## src/rtl/noc_run_ctrl.sv

```systemverilog
// Run sequencer for the 3x3 NoC top: flush, enable, wait for completion or
// budget, then fold the per-node latency statistics into global min/max/sum.
module noc_run_ctrl #(
  parameter int NODE_NUM     = 9,
  parameter int TIME_SIZE    = 10,
  parameter int SUM_SIZE     = 28,
  parameter int CNT_W        = 16,
  parameter int FLUSH_CYCLES = 2
) (
  input  logic                          clk,
  input  logic                          rst_n,
  input  logic                          start,
  input  logic [CNT_W-1:0]              timeout_limit,
  input  logic [NODE_NUM-1:0]           node_active,
  input  logic [NODE_NUM-1:0]           send_done,
  input  logic [NODE_NUM-1:0]           recv_done,
  input  logic [NODE_NUM*TIME_SIZE-1:0] lat_min_bus,
  input  logic [NODE_NUM*TIME_SIZE-1:0] lat_max_bus,
  input  logic [NODE_NUM*SUM_SIZE-1:0]  lat_sum_bus,
  output logic                          noc_enable,
  output logic                          noc_flush,
  output logic                          busy,
  output logic                          done,
  output logic                          timeout,
  output logic [CNT_W-1:0]              run_cycles,
  output logic [TIME_SIZE-1:0]          g_lat_min,
  output logic [TIME_SIZE-1:0]          g_lat_max,
  output logic [SUM_SIZE+3:0]           g_lat_sum
);

  localparam int IDX_W = (NODE_NUM > 1) ? $clog2(NODE_NUM) : 1;
  localparam int FC_W  = (FLUSH_CYCLES > 1) ? $clog2(FLUSH_CYCLES) : 1;
  localparam int GS_W  = SUM_SIZE + 4;

  typedef enum logic [2:0] {
    S_IDLE,
    S_FLUSH,
    S_RUN,
    S_COLLECT,
    S_DONE
  } state_t;

  state_t               r_state;
  state_t               w_state_nxt;
  logic                 w_run_to;
  logic                 w_all_done;
  logic                 w_tmo_hit;
  logic                 w_last_idx;
  logic [FC_W-1:0]      r_flush_cnt;
  logic [CNT_W-1:0]     r_run_cycles;
  logic                 r_timeout;
  logic [IDX_W-1:0]     r_idx;
  logic [TIME_SIZE-1:0] r_acc_min;
  logic [TIME_SIZE-1:0] r_acc_max;
  logic [GS_W-1:0]      r_acc_sum;
  logic                 r_any;
  logic [TIME_SIZE-1:0] w_acc_min_nxt;
  logic [TIME_SIZE-1:0] w_acc_max_nxt;
  logic [GS_W-1:0]      w_acc_sum_nxt;
  logic                 w_any_nxt;
  logic                 w_sel_act;
  logic [TIME_SIZE-1:0] w_sel_min;
  logic [TIME_SIZE-1:0] w_sel_max;
  logic [SUM_SIZE-1:0]  w_sel_sum;
  logic [TIME_SIZE-1:0] r_g_min;
  logic [TIME_SIZE-1:0] r_g_max;
  logic [GS_W-1:0]      r_g_sum;

  assign w_all_done = &(~node_active | (send_done & recv_done));
  assign w_tmo_hit  = (timeout_limit != '0) && (r_run_cycles == timeout_limit - CNT_W'(1));
  assign w_last_idx = (r_idx == IDX_W'(NODE_NUM - 1));

  // Pick the statistics of the node currently being collected
  always_comb begin
    w_sel_act = 1'b0;
    w_sel_min = '0;
    w_sel_max = '0;
    w_sel_sum = '0;
    for (int unsigned i = 0; i < NODE_NUM; i++) begin
      if (r_idx == IDX_W'(i)) begin
        w_sel_act = node_active[i];
        w_sel_min = lat_min_bus[i*TIME_SIZE +: TIME_SIZE];
        w_sel_max = lat_max_bus[i*TIME_SIZE +: TIME_SIZE];
        w_sel_sum = lat_sum_bus[i*SUM_SIZE +: SUM_SIZE];
      end
    end
  end

  // Fold the selected node into the running min/max/sum when it is active
  always_comb begin
    w_acc_min_nxt = r_acc_min;
    w_acc_max_nxt = r_acc_max;
    w_acc_sum_nxt = r_acc_sum;
    w_any_nxt     = r_any;
    if (w_sel_act) begin
      if (w_sel_min < r_acc_min) w_acc_min_nxt = w_sel_min;
      if (w_sel_max > r_acc_max) w_acc_max_nxt = w_sel_max;
      w_acc_sum_nxt = r_acc_sum + GS_W'(w_sel_sum);
      w_any_nxt     = 1'b1;
    end
  end

  // Next-state selection and state-decoded control outputs
  always_comb begin
    w_state_nxt = r_state;
    w_run_to    = 1'b0;
    noc_enable  = 1'b0;
    noc_flush   = 1'b0;
    busy        = (r_state != S_IDLE);
    done        = 1'b0;
    case (r_state)
      S_IDLE: begin
        if (start) w_state_nxt = S_FLUSH;
      end
      S_FLUSH: begin
        noc_flush = 1'b1;
        if (r_flush_cnt == FC_W'(FLUSH_CYCLES - 1)) w_state_nxt = S_RUN;
      end
      S_RUN: begin
        noc_enable = 1'b1;
        // completion is only trusted from the second RUN cycle on
        if ((r_run_cycles != '0) && w_all_done) begin
          w_state_nxt = S_COLLECT;
        end else if (w_tmo_hit) begin
          w_state_nxt = S_COLLECT;
          w_run_to    = 1'b1;
        end
      end
      S_COLLECT: begin
        if (w_last_idx) w_state_nxt = S_DONE;
      end
      S_DONE: begin
        done        = 1'b1;
        w_state_nxt = S_IDLE;
      end
      default: w_state_nxt = S_IDLE;
    endcase
  end

  // State register
  always_ff @(posedge clk or negedge rst_n) begin
    if (!rst_n) r_state <= S_IDLE;
    else        r_state <= w_state_nxt;
  end

  // Counters, accumulators and result registers
  always_ff @(posedge clk or negedge rst_n) begin
    if (!rst_n) begin
      r_flush_cnt  <= '0;
      r_run_cycles <= '0;
      r_timeout    <= 1'b0;
      r_idx        <= '0;
      r_acc_min    <= '0;
      r_acc_max    <= '0;
      r_acc_sum    <= '0;
      r_any        <= 1'b0;
      r_g_min      <= '0;
      r_g_max      <= '0;
      r_g_sum      <= '0;
    end else begin
      case (r_state)
        S_IDLE: begin
          if (start) begin
            r_flush_cnt  <= '0;
            r_run_cycles <= '0;
            r_timeout    <= 1'b0;
          end
        end
        S_FLUSH: r_flush_cnt <= r_flush_cnt + FC_W'(1);
        S_RUN: begin
          if (r_run_cycles != '1) r_run_cycles <= r_run_cycles + CNT_W'(1);
          if (w_run_to) r_timeout <= 1'b1;
          if (w_state_nxt == S_COLLECT) begin
            r_acc_min <= '1;
            r_acc_max <= '0;
            r_acc_sum <= '0;
            r_idx     <= '0;
            r_any     <= 1'b0;
          end
        end
        S_COLLECT: begin
          r_acc_min <= w_acc_min_nxt;
          r_acc_max <= w_acc_max_nxt;
          r_acc_sum <= w_acc_sum_nxt;
          r_any     <= w_any_nxt;
          r_idx     <= r_idx + IDX_W'(1);
          // results are latched on entry to DONE so they are valid while done is high
          if (w_last_idx) begin
            r_g_min <= w_any_nxt ? w_acc_min_nxt : '0;
            r_g_max <= w_acc_max_nxt;
            r_g_sum <= w_acc_sum_nxt;
          end
        end
        default: ;
      endcase
    end
  end

  assign timeout    = r_timeout;
  assign run_cycles = r_run_cycles;
  assign g_lat_min  = r_g_min;
  assign g_lat_max  = r_g_max;
  assign g_lat_sum  = r_g_sum;

endmodule

```

## config.mk

```make
export PLATFORM = sky130hd
export DESIGN_NAME = noc_run_ctrl
export DESIGN_NICKNAME = d
export VERILOG_FILES = /design/src/rtl/noc_run_ctrl.sv
export SDC_FILE = /design/constraint.sdc
export NUM_CORES = 1
export LEC_CHECK = 0
export CAP_MARGIN = 20
export CORE_AREA = 3 3 213 215
export CTS_BUF_LIST = sky130_fd_sc_hd__clkbuf_8
export CTS_CLUSTER_DIAMETER = 50
export DETAILED_ROUTE_END_ITERATION = 10
export DIE_AREA = 0 0 216 218
export HOLD_SLACK_MARGIN = 0.15
export SLEW_MARGIN = 20
export SYNTH_ARGS = -nofsm -noshare
export SYNTH_HDL_FRONTEND = slang
export SYNTH_SLANG_ARGS = --single-unit
```

## constraint.sdc

```tcl
create_clock -name clk -period 6.51 [get_ports clk]
set_input_delay 0.651 -clock clk [delete_from_list [all_inputs] [get_ports clk]]
set_output_delay 0.651 -clock clk [all_outputs]
set_load 0.01 [all_outputs]
```

==> results.toml <==
[drt]
vias = 14412
drtAntennaViolNets = 0
detailedRoute.firstPassIterationCount = 7
wire_per_inst_um = 26.9
first_drt_iteration_drcs = 1081
detail_route.wirelength_um = 69400
drc = 0
detail_route.vias_per_cell = 5.58

[global_routing]
grt_antenna_before_repair = 17
pin_count_of_the_biggest_net_entering_global_routing = 70
global_route.overflow_total = 0
track_usage_pct = 28.6
grt_pass1_vias = 14623
wire_length_of_the_first_global_routing_pass_um = 99700

[final_layout]
finalCoreUtilization_pct = 41.0
finalNonFillerCells = 2583
finish.net_count = 2503
drive_above_1_share_pct = 4.54
syn_to_final_growth_pct = 56.2
final_common_cell = "sky130_fd_sc_hd__clkdlybuf4s50_1"
mostFrequentLayoutCells = "549 x sky130_fd_sc_hd__clkdlybuf4s50_1, 153 x sky130_fd_sc_hd__nor2_1, 148 x sky130_fd_sc_hd__nand2_1"
final_cell_area_um2 = 18000

[synth]
synth_ff_type = "sky130_fd_sc_hd__dfrtp_1"
synthDistinctLibCells = 70
synth_top_area_share_pct = 28.2
share_of_synthesized_registers_carrying_an_async_set_or_reset_pct = 100
synth_area_um2 = 11500
number_of_flops_mapped_to_enable_cells_by_yosys = 0
synth-seq-area-share_pct = 28.2
syn_nets = 2028
synth_top_area_cell = "sky130_fd_sc_hd__dfrtp_1"
synth-warning-count = 0
synth_area_per_cell_um2 = 7.72
post_synthesis_cells = 1493
synth.top_cells.by_area = "sky130_fd_sc_hd__dfrtp_1 28%, sky130_fd_sc_hd__a221oi_1 6.5%, sky130_fd_sc_hd__ha_1 6.1%"
ys_seq_elements = 130

[floorplan]
std_cell_rows = 77
dieWidth_um = 216
design.core.area_um2 = 43900
die_extent_in_y_um = 218
die-area_um2 = 47100
initial_utilization_pct = 26.3
ioPinCount = 551

[timing]
finish_stage_setup_viols = 0
slew_headroom_pct = 31.5
layout_min_cycle_time_ns = 5.63
clock_skew_ns = 0.0180
setup_ws_ns = 0.881
timing.hold.ws_ns = 0.170
timing_max_transition_violations_final = 0
setup_tns_ns = 0
max_clock_freq_mhz = 178
grt_setup_unrepaired = "false"
hold_violations = 0
min_period_over_period_pct = 86.5
worst_slew_pin_slew_ns = 1.02

[clock_network]
clock_sink_count = 130
clock_tree_from_tritoncts = "done"
worst_skew_pair.late_latency_ns = 0.49
cts-hold-fix-buffers = 0
cts_made_buffers = 17
clockBufferDepth = 2
cts_resized = 0
clkTransAtPathRegs_ns = 0.09
cts_max_level = 4
cts_root_buffer = "sky130_fd_sc_hd__clkbuf_8"
post_cts_buffers = 0

[power]
cellLeakagePower_nw = 7.16
worst_ir_drop_vdd_uv = 164
power_density_nw_per_um2 = 431
total_power_mw = 7.76

[critical_path]
critPathMaxStageDelay_ns = 0.48
crit_path_cell_trace = "inv_1 -> ha_1 -> nor3b_2 -> buf_4 -> buf_4 -> a221oi_1 -> nor3_1 -> a221oi_1 -> nand2_1 -> o21ai_0 -> a211oi_1 -> ha_1 -> a211oi_1 -> nor2_1 -> o41ai_1 -> nand2_1 -> o21ai_0 -> a31oi_1 -> mux2i_1 -> a221o_1"
critical_path_arrival_ns = 6.00
cp_data_required_time_ns = 6.88
worst_setup_path_start_kind = "register"
worst-path-max-fanout = 27
setup.worst_path.end_class = "register"
cpMaxStageDelayCell = "sky130_fd_sc_hd__o21ai_0"
path_class = "register to register"

[job]
drv.max_cap_violation_count = 0

[hold_path]
holdCritPathClass = "input port to async pin"

[placed_design]
placed_cell_area_um2 = 17600
pre_cts_slack_ns = 1.04
gp_congestion = 0.977
dpl.hpwl_um = 56100
port-buffer-count = 550
placed_cells_incl_taps = 2541

[outcome]
status = "finished clean"
cells in the mapped netlist, drive strengths merged, types with 6 or more instances:
cell type,count
nor2,155
nand2,149
a21oi,138
dfrtp,130
clkbuf,102
o21ai,91
a221oi,86
ha,56
o22ai,49
nor3,46
inv,41
a211oi,39
nand3,31
xor2,29
a31oi,27
mux2i,27
xnor2,25
o211ai,23
buf,20
nand4,20
o21a,19
a21o,18
a22o,14
o2bb2ai,14
a221o,13
nor4,12
nand3b,7
or3,7
a211o,6
a22oi,6
and2,6
and3b,6
area by class of cell:
class                      count  area (µm²)
antenna                       10        25.0
inverter                      41         154
multi-input combinational   1200        7690
tap                          592         741
fill                        4549       25900
timing repair buffer         578        5720
clock buffer                  17         234
clock inverter                15         206
sequential                   130        3250
power by group:
part	internal (mW)	switching [mW]	leakage (nW)	total [mW]
Combinational	2.26	3.26	5.30	5.52
Clock	0.421	0.383	0.217	0.804
Sequential	1.13	0.309	1.64	1.44
critical path: cells and delay by family (launching register included):
kind	cells	cell delay [ns]
and+or+nand+nor	5	0.81
DFF	1	0.43
AOI/OAI and AO/OA	9	2.50
adders and majority gates	2	0.73
buffers and inverters	3	0.81
muxes	1	0.20
state kept, by name (all words and copies together), names as in the netlist, 3 cells and up:
| name | cells |
|---|---|
| r_idx | 4 |
| r_acc_max | 10 |
| r_state | 3 |
| r_acc_min | 10 |
| g_lat_sum | 32 |
| g_lat_max | 10 |
| r_acc_sum | 32 |
| g_lat_min | 10 |
| run_cycles | 16 |
cell families after synthesis:
family / Yosys count / synth area share [%]
AND/OR/NAND/NOR: 481 / 19.6
flip-flops: 130 / 28.2
AO/OA/AOI/OAI: 581 / 34.0
adder cells (fa/ha/maj): 57 / 6.25
XOR/XNOR: 54 / 4.10
buffers and inverters: 163 / 5.54
multiplexers: 27 / 2.34
layer usage:
layer	up-vias	global-route usage (%)	part of all wire, %
li1	6631	-	-
met3	85	7.43	7.6
met1	7015	34.4	41
met2	661	49.7	48
met4	20	9.52	3.0
met5	-	0	0.20
path summary, 6_finish.rpt:
kind / cells after the start / endpoint / slack, ns / startpoint
max in group asynchronous: 2 / g_lat_min[4] / 4.94 / rst_n
setup / recovery: 20 / r_acc_sum[28] / 0.88 / r_idx[1]
min in group clk: 2 / g_lat_min[9] / 0.48 / g_lat_min[9]
hold / removal: 1 / g_lat_sum[29] / 0.17 / rst_n
hold reg to reg: 2 / g_lat_min[9] / 0.48 / g_lat_min[9]
setup reg to reg: 20 / r_acc_sum[28] / 0.88 / r_idx[1]
No activity file was read; power rests on OpenSTA's default activity.
